File: src/rtl/mips_pkg.sv
// Shared definitions for the MIPS core: instruction width, primary opcodes
// and the instruction-fetch FSM state type.
package mips_pkg;

    localparam int INST_W = 32;

    localparam logic [5:0] OP_RTYPE = 6'b000000;
    localparam logic [5:0] OP_ADDI  = 6'b001000;
    localparam logic [5:0] OP_LW    = 6'b100011;
    localparam logic [5:0] OP_SW    = 6'b101011;
    localparam logic [5:0] OP_J     = 6'b000010;
    localparam logic [5:0] OP_BEQ   = 6'b000100;
    localparam logic [5:0] OP_BNE   = 6'b000101;

    typedef enum logic [1:0] {
        IDLE = 2'd0,
        REQ  = 2'd1,
        WAIT = 2'd2
    } ifu_state_t;

    function automatic logic [5:0] opcode_of(input logic [INST_W-1:0] inst);
        return inst[INST_W-1:INST_W-6];
    endfunction

endpackage

File: src/rtl/ifu_fifo.sv
// Two-entry {pc, inst} queue for the fetch unit. Slot 0 is the head and is
// read straight from its registers, so the head outputs are registered.
// count_o reports the occupancy after this cycle's pop/push/flush, which the
// fetch FSM uses to decide whether another request fits.
module ifu_fifo
    import mips_pkg::*;
#(
    parameter int ADDR_W = 32
) (
    input  logic              clk,
    input  logic              rst_n,
    input  logic              push_i,
    input  logic [ADDR_W-1:0] push_pc_i,
    input  logic [INST_W-1:0] push_inst_i,
    input  logic              pop_i,
    input  logic              flush_i,
    output logic [1:0]        count_o,
    output logic              head_valid_o,
    output logic [ADDR_W-1:0] head_pc_o,
    output logic [INST_W-1:0] head_inst_o
);

    logic [ADDR_W-1:0] pc_q   [2];
    logic [ADDR_W-1:0] pc_d   [2];
    logic [INST_W-1:0] inst_q [2];
    logic [INST_W-1:0] inst_d [2];
    logic [1:0]        cnt_q;
    logic [1:0]        cnt_d;

    // Next queue contents: pop shifts slot 1 forward, then push fills the first free slot.
    always_comb begin
        pc_d   = pc_q;
        inst_d = inst_q;
        cnt_d  = cnt_q;
        if (flush_i) begin
            cnt_d = '0;
        end else begin
            if (pop_i && cnt_q != 2'd0) begin
                pc_d[0]   = pc_q[1];
                inst_d[0] = inst_q[1];
                cnt_d     = cnt_q - 2'd1;
            end
            if (push_i && cnt_d != 2'd2) begin
                pc_d[cnt_d[0]]   = push_pc_i;
                inst_d[cnt_d[0]] = push_inst_i;
                cnt_d            = cnt_d + 2'd1;
            end
        end
    end

    // Queue storage and occupancy registers.
    always_ff @(posedge clk or negedge rst_n) begin
        if (!rst_n) begin
            pc_q[0]   <= '0;
            pc_q[1]   <= '0;
            inst_q[0] <= '0;
            inst_q[1] <= '0;
            cnt_q     <= '0;
        end else begin
            pc_q   <= pc_d;
            inst_q <= inst_d;
            cnt_q  <= cnt_d;
        end
    end

    assign count_o      = cnt_d;
    assign head_valid_o = (cnt_q != 2'd0);
    assign head_pc_o    = pc_q[0];
    assign head_inst_o  = inst_q[0];

endmodule

File: src/rtl/inst_fetch_unit.sv
// Instruction fetch front end: PC, single-outstanding imem request FSM,
// 2-entry instruction queue and redirect/flush handling.
// Optional feature macro: IFU_PERF_CNT_EN adds the ifu_fetch_cnt output,
// a saturating count of instructions pushed into the queue.
module inst_fetch_unit
    import mips_pkg::*;
#(
    parameter int                ADDR_W   = 32,
    parameter logic [ADDR_W-1:0] RESET_PC = ADDR_W'(32'h0000_0000)
) (
    input  logic              clk,
    input  logic              rst_n,
    output logic              imem_req,
    output logic [ADDR_W-1:0] imem_addr,
    input  logic              imem_gnt,
    input  logic              imem_rvalid,
    input  logic [INST_W-1:0] imem_rdata,
    output logic              if_valid,
    input  logic              if_ready,
    output logic [INST_W-1:0] if_inst,
    output logic [5:0]        if_opcode,
    output logic [ADDR_W-1:0] if_pc,
    input  logic              redirect,
    input  logic [ADDR_W-1:0] redirect_pc
`ifdef IFU_PERF_CNT_EN
    ,
    output logic [31:0]       ifu_fetch_cnt
`endif
);

    localparam logic [ADDR_W-1:0] RESET_PC_AL = RESET_PC & ~ADDR_W'(3);

    ifu_state_t        state_q;
    logic [ADDR_W-1:0] fetch_pc_q;
    logic [ADDR_W-1:0] fetch_pc_d;
    logic              drop_q;
    logic              drop_d;
    logic              imem_req_q;
    logic [ADDR_W-1:0] imem_addr_q;
    logic              push;
    logic              pop;
    logic [1:0]        count_nxt;

    // A response is kept only if it belongs to the current fetch stream.
    assign push = (state_q == WAIT) && imem_rvalid && !drop_q && !redirect;
    assign pop  = if_valid && if_ready;

    // Next fetch PC and drop flag; a redirect overrides the normal increment.
    // While drop_q is set in REQ, the pending grant is for a stale address,
    // so it must not advance fetch_pc past the redirect target.
    always_comb begin
        fetch_pc_d = fetch_pc_q;
        drop_d     = drop_q;
        if (redirect) begin
            fetch_pc_d = redirect_pc & ~ADDR_W'(3);
        end else if (state_q == REQ && imem_gnt && !drop_q) begin
            fetch_pc_d = fetch_pc_q + ADDR_W'(4);
        end
        if (redirect) begin
            // A response landing in the redirect cycle is discarded directly.
            drop_d = (state_q == REQ) || (state_q == WAIT && !imem_rvalid);
        end else if (state_q == WAIT && imem_rvalid) begin
            drop_d = 1'b0;
        end
    end

    // Fetch FSM with registered request outputs.
    always_ff @(posedge clk or negedge rst_n) begin
        if (!rst_n) begin
            state_q     <= IDLE;
            fetch_pc_q  <= RESET_PC_AL;
            drop_q      <= 1'b0;
            imem_req_q  <= 1'b0;
            imem_addr_q <= RESET_PC_AL;
        end else begin
            fetch_pc_q <= fetch_pc_d;
            drop_q     <= drop_d;
            unique case (state_q)
                IDLE: begin
                    if (count_nxt != 2'd2) begin
                        state_q     <= REQ;
                        imem_req_q  <= 1'b1;
                        imem_addr_q <= fetch_pc_d;
                    end
                end
                REQ: begin
                    if (imem_gnt) begin
                        state_q    <= WAIT;
                        imem_req_q <= 1'b0;
                    end
                end
                WAIT: begin
                    if (imem_rvalid) begin
                        if (count_nxt != 2'd2) begin
                            state_q     <= REQ;
                            imem_req_q  <= 1'b1;
                            imem_addr_q <= fetch_pc_d;
                        end else begin
                            state_q <= IDLE;
                        end
                    end
                end
                default: begin
                    state_q    <= IDLE;
                    imem_req_q <= 1'b0;
                end
            endcase
        end
    end

    assign imem_req  = imem_req_q;
    assign imem_addr = imem_addr_q;

    // imem_addr_q holds the granted address through WAIT, so it tags the response.
    ifu_fifo #(
        .ADDR_W (ADDR_W)
    ) u_fifo (
        .clk          (clk),
        .rst_n        (rst_n),
        .push_i       (push),
        .push_pc_i    (imem_addr_q),
        .push_inst_i  (imem_rdata),
        .pop_i        (pop),
        .flush_i      (redirect),
        .count_o      (count_nxt),
        .head_valid_o (if_valid),
        .head_pc_o    (if_pc),
        .head_inst_o  (if_inst)
    );

    assign if_opcode = opcode_of(if_inst);

`ifdef IFU_PERF_CNT_EN
    logic [31:0] fetch_cnt_q;

    // Saturating count of instructions accepted into the queue.
    always_ff @(posedge clk or negedge rst_n) begin
        if (!rst_n) begin
            fetch_cnt_q <= '0;
        end else if (push && fetch_cnt_q != '1) begin
            fetch_cnt_q <= fetch_cnt_q + 32'd1;
        end
    end

    assign ifu_fetch_cnt = fetch_cnt_q;
`endif

endmodule
File: config.mk
export PLATFORM = sky130hd
export DESIGN_NAME = inst_fetch_unit
export DESIGN_NICKNAME = d
export VERILOG_FILES = /design/src/rtl/mips_pkg.sv /design/src/rtl/ifu_fifo.sv /design/src/rtl/inst_fetch_unit.sv
export SDC_FILE = /design/constraint.sdc
export NUM_CORES = 1
export LEC_CHECK = 0
export ABC_CLOCK_PERIOD_IN_PS = 3200
export CAP_MARGIN = 20
export CORE_MARGIN = 3
export CORE_UTILIZATION = 52
export DETAILED_ROUTE_END_ITERATION = 8
export PLACE_DENSITY = 0.83
export SLEW_MARGIN = 20
export SYNTH_ARGS = -nofsm -noshare
export SYNTH_HDL_FRONTEND = slang
export SYNTH_SLANG_ARGS = --single-unit
File: constraint.sdc
create_clock -name clk -period 3.2 [get_ports clk]
set_input_delay 0.32 -clock clk [delete_from_list [all_inputs] [get_ports clk]]
set_output_delay 0.32 -clock clk [all_outputs]
set_load 0.005 [all_outputs]
==> out/results.tsv <==
metric	value	unit
status	completed	
# clock sinks	198	
H-tree depth	4	
die height	138	µm
CTS root buf	clkbuf_16	
vias	6619	
Pwr Total	0.00997	W
dpl hpwl	14400	µm
synth warn	0	
worst hold path class	input pin to asynchronous set/reset pin	
setup violators final	0	
crit path buf inv count	2	
maxcap violations	0	
critical path's top delay family	simple AND/OR/NAND/NOR gates	
Place WS	0.473	ns
clock tree buffer depth	2	
ys async rst share	100	%
core area	16800	µm²
Leak	4.74	nW
CTS clk-pin slew, worst paths	0.07	ns
final worst setup slack	0.557	ns
CP Cell Sequence	inv_1 > ha_1 > nand2b_1 > a21oi_1 > a221oi_1 > nor2_2 > buf_4 > mux2_2	
critical path class	flop to flop	
sequential share of the synthesized area	54.7	%
Fin Setup TNS	0	ns
commonest non-fill, non-tap cell in the layout	dfrtp_1	
Distinct cells, synth	50	
Post-DRT Antenna Nets	0	
fin crit share	82.6	%
IO Port Bufs	171	
Critical Path Slowest Stage Cell	nor2_2	
main combinational cell family by area after synthesis	compound AO/OA/AOI/OAI gates	
FP Rows	47	
most frequent cells in the layout	198 x dfrtp_1, 170 x clkdlybuf4s50_1, 85 x mux2_2, 65 x o22ai_1, 63 x a2bb2oi_1	
Max VDD drop	0.000475	V
Largest stage delay, worst path	0.54	ns
Cells after Synth	772	
DRC viols	0	
syn avg cell area	11.7	µm²
Post-CTS Setup Inserts	0	
Primary FF master, synth	dfrtp_1	
Post-Synth Simple-Gate Area	7.94	%
Worst Skew	0.00819	ns
Slew headroom	55.2	%
CP endpoint kind	flop	
Die ar.	19000	µm²
via/cell ratio	6.08	
Post-synth EDFFs	0	
pin slew with the least headroom to its limit	0.672	ns
Iteration-0 DRC Markers	467	
DRT Wirelength	22000	µm
Total Routing Usage GR	23.5	%
Syn Nets	844	
Worst setup SP type	flop	
# diodes	0	
WL/cell	20.2	µm
largest net degree at the start of global routing	87	
Clock Latency Late Sink	0.42	ns
remaining global-route overflow	0	
vias in the first global route	6643	
Nets	928	
Initial Util	53.9	%
worst path required time	3.50	ns
CTS Buf Count	17	
first-pass GRT wire length	35000	µm
initial antenna violation count	0	
Area Overhead vs Synth	22.5	%
CP max FO	12	
Post-Layout Cell Count	1089	
CTS tree	built	
Fin. Hold Viols	0	
I/O pins	174	
register bit total from synthesis	198	
Adder-Cell Fraction of Synth Area	0.276	%
mux cell area share after synthesis	11.3	%
PwrDens	898	nW/µm²
f_max	0.378	GHz
Slew Viols, Final	0	
Compound-Gate Fraction of Synth Area	16.2	%
GPL Wtd Cong	0.853	
RSZ-0062 raised after global routing	false	
# placed instances	1056	
Syn Std Cell Area	9060	µm²
# resized after CTS	0	
post-synthesis xor/xnor area fraction	1.16	%
layout cells sized above 1	17.4	%
drt pass-1 iters	5	
Fillers	1332	
Arr. time, crit path	2.94	ns
min cycle time layout	2.64	ns
Die W	138	µm
==> synthesized netlist by cell type (all sizes together), types with 3 or more instances <==
cell type	n	share of area [%]
nor2b	5	0.35
mux2	87	11
a2bb2oi	63	6.1
and2	4	0.28
nor3	5	0.28
nand3	9	0.50
mux2i	4	0.44
o31ai	16	1.3
and3	7	0.48
nand2	24	0.99
nand4	21	1.5
inv	7	0.29
buf	85	6.6
or3	3	0.21
a31o	7	0.68
o21ai	27	1.5
dfrtp	198	55
nand2b	3	0.21
a31oi	8	0.69
nor2	36	1.5
xor2	7	0.68
xnor2	5	0.48
or4	6	0.54
o22ai	65	4.5
and4	4	0.39
clkbuf	37	1.5
a21oi	11	0.65
==> per-stage QoR <==
stage	area [µm²]	hold slack [ns]	utilization, %
after global placement	10500	0.400	62.5
after global routing	11100	0.493	66.0
after detailed placement	10500	0.407	62.5
after floorplan	9060	0.0244	-
after CTS	11100	0.472	66.0
final	11100	0.496	66.0
==> final cells by class <==
class / count / area [µm²] / area share, %
Clock inverter: 12 / 121 / 1.09
Inverter: 7 / 26.3 / 0.237
Multi-Input combinational cell: 445 / 3370 / 30.4
Sequential cell: 198 / 4950 / 44.7
Timing Repair Buffer: 187 / 1900 / 17.1
Clock buffer: 20 / 447 / 4.03
Tap cell: 220 / 275 / 2.48
==> power breakdown <==
part | switching [W] | internal (W) | leakage [nW] | total (W)
Combinational | 0.00142 | 0.00230 | 2.00 | 0.00372
Clock | 0.000957 | 0.00111 | 0.263 | 0.00207
Sequential | 0.000743 | 0.00344 | 2.48 | 0.00418
Total | 0.00312 | 0.00685 | 4.74 | 0.00997
==> layer usage <==
layer	up-vias	global-route usage, %	share of wire (%)	wire length (µm)
met1	3344	31.7	43	9400
met5	-	0	0	0
met4	0	9.88	3.4	747
met2	252	36.4	47	10400
li1	2979	-	-	-
met3	44	5.70	6.7	1470
==> cell families (layout without fill, tap and decap cells) <==
| group | count (synthesis) | in the layout |
|---|---|---|
| AOI/OAI and AO/OA | 206 | 206 |
| xor gates and xnor gates | 12 | 12 |
| adders and majority gates | 2 | 2 |
| buffers and inverters | 129 | 226 |
| DFF | 198 | 198 |
| muxes | 91 | 91 |
| and+or+nand+nor | 134 | 134 |
==> repair_timing <==
action	in CTS	in global routing
endpoints found under the setup margin	0	0
hold endpoints to repair	79	0
hold buffers	1	0
==> worst paths after layout <==
check	slack [ns]	endpoint	cells past startpoint	start
worst min-delay path	0.50	u_fifo.head_pc_o[21]$_DFFE_PN0N_	2	rst_n
max in group asynchronous	1.79	asynchronous set/reset pin	3	rst_n
worst min register to register	0.51	flop	1	flop
worst max-delay path	0.56	imem_addr[15]$_DFFE_PN0P_	8	u_fifo.cnt_q[0]$_DFF_PN0_
worst max register to register	0.56	imem_addr[15]$_DFFE_PN0P_	8	u_fifo.cnt_q[0]$_DFF_PN0_
min in group clk	0.50	fetch_pc_q[3]$_DFF_PN0_	3	redirect_pc[3]
Note: power is estimated with default switching activity, not from simulation.
==> RTL edit 1, RTL diff (config.mk and constraints unchanged) <==
Change the package constant `INST_W` from 32 to 48.
--- a/src/rtl/mips_pkg.sv
+++ b/src/rtl/mips_pkg.sv
@@ -4,3 +4,3 @@
 
-    localparam int INST_W = 32;
+    localparam int INST_W = 48;
 
Interface: changed (resized if_inst and imem_rdata); port bits go from 174 to 206. The function was not compared with the original's and may differ.
==> RTL edit 1 against the original RTL <==
Fmax up 1.6%. Area after synthesis increased by 16%. Cell area rose by 18%. Total power up 19%. Global-route usage fell by 0.75 points. Routed wire length up 14%. Largest cell class unchanged. Synthesized cell count up 13%. Setup slack better by 41 ps. Sequential cell count is 32 higher. Largest power group unchanged. Combinational power rose by 10%. Sequential share of layout area shrank 0.63 points.
==> RTL edit 1: results <==
set metrics [dict create \
    path_max_fanout 34 \
    io_buffers 203 \
    place_inst 1209 \
    p_sw_share_pct 28.5 \
    leakage_nw 5.56 \
    outcome "finished clean" \
    grt_max_degree 82 \
    tightest_slew_ps 619 \
    synth-compound-area-share_pct 15.5 \
    hp-class "in -> reg" \
    synthAdderAreaFrac_pct 0.238 \
    met2_usage_pct 38.0 \
    wirelength_um 25000 \
    drt-vias-per-instance 5.89 \
    grt_first_pass_wirelength_um 41000 \
    pwr-share-clk_pct 25.0 \
    synthMuxAreaShare_pct 12.1 \
    vias 7394 \
    drt-met1-wl_um 10800 \
    dpl_worst_slack_ps 568 \
    syn_nets 960 \
    grt_pass1_vias 7847 \
    finalNetCount 1060 \
    synth_area_leaders "dfrtp_1 (55%), mux2_2 (12%), a2bb2oi_1 (6.6%), buf_4 (6.2%), o22ai_1 (4.8%)" \
    p_total_w 0.0119 \
    grt_use_met3_pct 4.30 \
    grt_usage_pct 22.7 \
    clock_latency_ps 510 \
    wl_met3_um 1360 \
    synth_xor_xnor_area_share_pct 0.835 \
    place_area_sq_mm 0.0122 \
    synth_cell_types 57 \
    irDropWorstVdd_mv 0.529 \
    drive_gt1_share_pct 18.0 \
    cts_buffers 25 \
]
-- RTL edit 1: cell count changes in the layout (fill, tap and decap cells not counted), moves of 14 or more --
cell / change
o22ai_1: +16
mux2_2: +24
clkdlybuf4s50_1: +31
dfrtp_1: +32
a2bb2oi_1: +16
nor2_1: -14
-- RTL edit 1: layout make-up --
cell class / instances / area (sq um)
multi-input combinational: 486 / 3840
tap: 265 / 332
fill: 1477 / 6580
clock buffer: 38 / 744
timing repair buffer: 217 / 2240
sequential: 230 / 5760
clock inverter: 8 / 119
inverter: 12 / 47.5
-- RTL edit 1: path summary, 6_finish.rpt --
check	start	slack, ps	end	cells past startpoint
hold / removal	redirect	160	u_fifo.cnt_q[1]$_DFF_PN0_	2
setup reg to reg	u_fifo.cnt_q[0]$_DFF_PN0_	600	imem_addr[12]$_DFFE_PN0P_	8
hold reg to reg	imem_req$_DFFE_PN0P_	480	imem_req$_DFFE_PN0P_	1
min in group asynchronous	rst_n	400	u_fifo.head_pc_o[9]$_DFFE_PN0N_	2
setup / recovery	u_fifo.cnt_q[0]$_DFF_PN0_	600	imem_addr[12]$_DFFE_PN0P_	8
max in group asynchronous	rst_n	1870	u_fifo.head_pc_o[23]$_DFFE_PN0N_	3
-- RTL edit 1: cell families (layout without fill, tap and decap cells) --
logic type               after synthesis  in the layout
buffers and inverters                156            275
flip-flops                           230            230
AO/OA/AOI/OAI                        225            225
multiplexers                         113            113
XOR/XNOR                              10             10
adder cells (fa/ha/maj)                2              2
AND/OR/NAND/NOR                      136            136
-- RTL edit 1: critical path, cell delays in order, from the launching register on --
cell      delay, ps
dfrtp_1         400
inv_1           150
ha_1            250
nor2b_1         390
nand4_1         190
a221oi_1        470
nor3_4           90
buf_12          200
mux2_1          320
==> RTL edit 2, RTL diff (same settings) <==
Without the edit above. Re-encode `ifu_state_t` (3 states) as one-hot, 3 bits wide.
--- a/src/rtl/mips_pkg.sv
+++ b/src/rtl/mips_pkg.sv
@@ -14,6 +14,6 @@
 
-    typedef enum logic [1:0] {
-        IDLE = 2'd0,
-        REQ  = 2'd1,
-        WAIT = 2'd2
+    typedef enum logic [2:0] {
+        IDLE = 3'b001,
+        REQ  = 3'b010,
+        WAIT = 3'b100
     } ifu_state_t;
Behaviour: no difference found for any inputs over 4 cycles, from zero or initial values and one cycle with rst_n low; so few cycles prove little.
==> RTL edit 2 against the original RTL <==
The run now ends with negative hold slack left. Global-route usage shrank 2.0 points. Setup slack lost 400 ps. Total power shrank 14%. Cell area grew 2.6%. Routed wire length shrank 7.4%. Critical path type unchanged. Area after synthesis grew 1.5%. Sequential cell count grew 1. Combinational power shrank 26%.
==> RTL edit 2: results <==
set metrics [dict create \
    outcome "finished with violations" \
    violations "negative hold slack" \
    post_cts_buffers 1 \
    place_hpwl_um 13400 \
    yosys-top-cells-count "dfrtp_1 (198), nand2_1 (91), mux2_2 (76)" \
    firstDrtPassIters 4 \
    clk_share_pct 5.57 \
    place_congestion 0.778 \
    skew_ps 9.25 \
    cts_sinks 199 \
    synth_xor_xnor_area_share_pct 2.67 \
    irDropWorstVdd_mv 0.470 \
    leakage_nw 4.91 \
    multiInputGateArea_sq_mm 0.00347 \
    met2_usage_pct 35.6 \
    p_sw_share_pct 29.5 \
    hold_buffers 0 \
    drt-met1-wl_um 8850 \
    synthMuxAreaShare_pct 14.5 \
    die_w_um 139 \
    fin_crit_sh_pct 95.1 \
    synth-compound-area-share_pct 11.0 \
    relSlewSlack_pct 44.8 \
    synthAdderAreaFrac_pct 0.408 \
    path_max_fanout 19 \
    hold_viol 9 \
    num-multi-input-gates 467 \
    max_stage_delay_ps 440 \
    synth_cell_types 49 \
    fill_cells 1282 \
    grt_use_met3_pct 5.79 \
    cpMaxStageDelayCell "or4_4" \
    wirelength_um 20400 \
    grt_pass1_vias 6693 \
    whs_ps -13.6 \
    grt_usage_pct 21.5 \
    final_cells 1122 \
    synthCells 791 \
    clock_buffers 19 \
]
[RTL edit 2: cell count changes in the layout (fill, tap and decap cells not counted), sizes merged, moves of 6 or more]
cell     unedited run  this run
nand2              24        91
a21oi              11         5
buf                15        25
o22ai              65         0
mux2               87       108
xnor2               5        17
a22oi               0        64
a2bb2oi            63         0
nand4              21        12
nor2               36        13
a31o                7         0
o31ai              16         3
o21ai              27        83
[RTL edit 2: logic make-up after synthesis]
logic type,count (synthesis)
AO/OA/AOI/OAI,164
buffers and inverters,125
multiplexers,109
adder cells (fa/ha/maj),3
flip-flops,199
XOR/XNOR,28
AND/OR/NAND/NOR,163
[RTL edit 2: power by group through the flow]
stage,Clock (W),Sequential [W],Combinational (W)
detailed placement,0,0.00358,0.00274
global placement,0,0.00356,0.00268
floorplan,0,0.00345,0.00172
CTS,0.00234,0.00354,0.00278
finish,0.00229,0.00355,0.00275
global route,0.00244,0.00364,0.00298
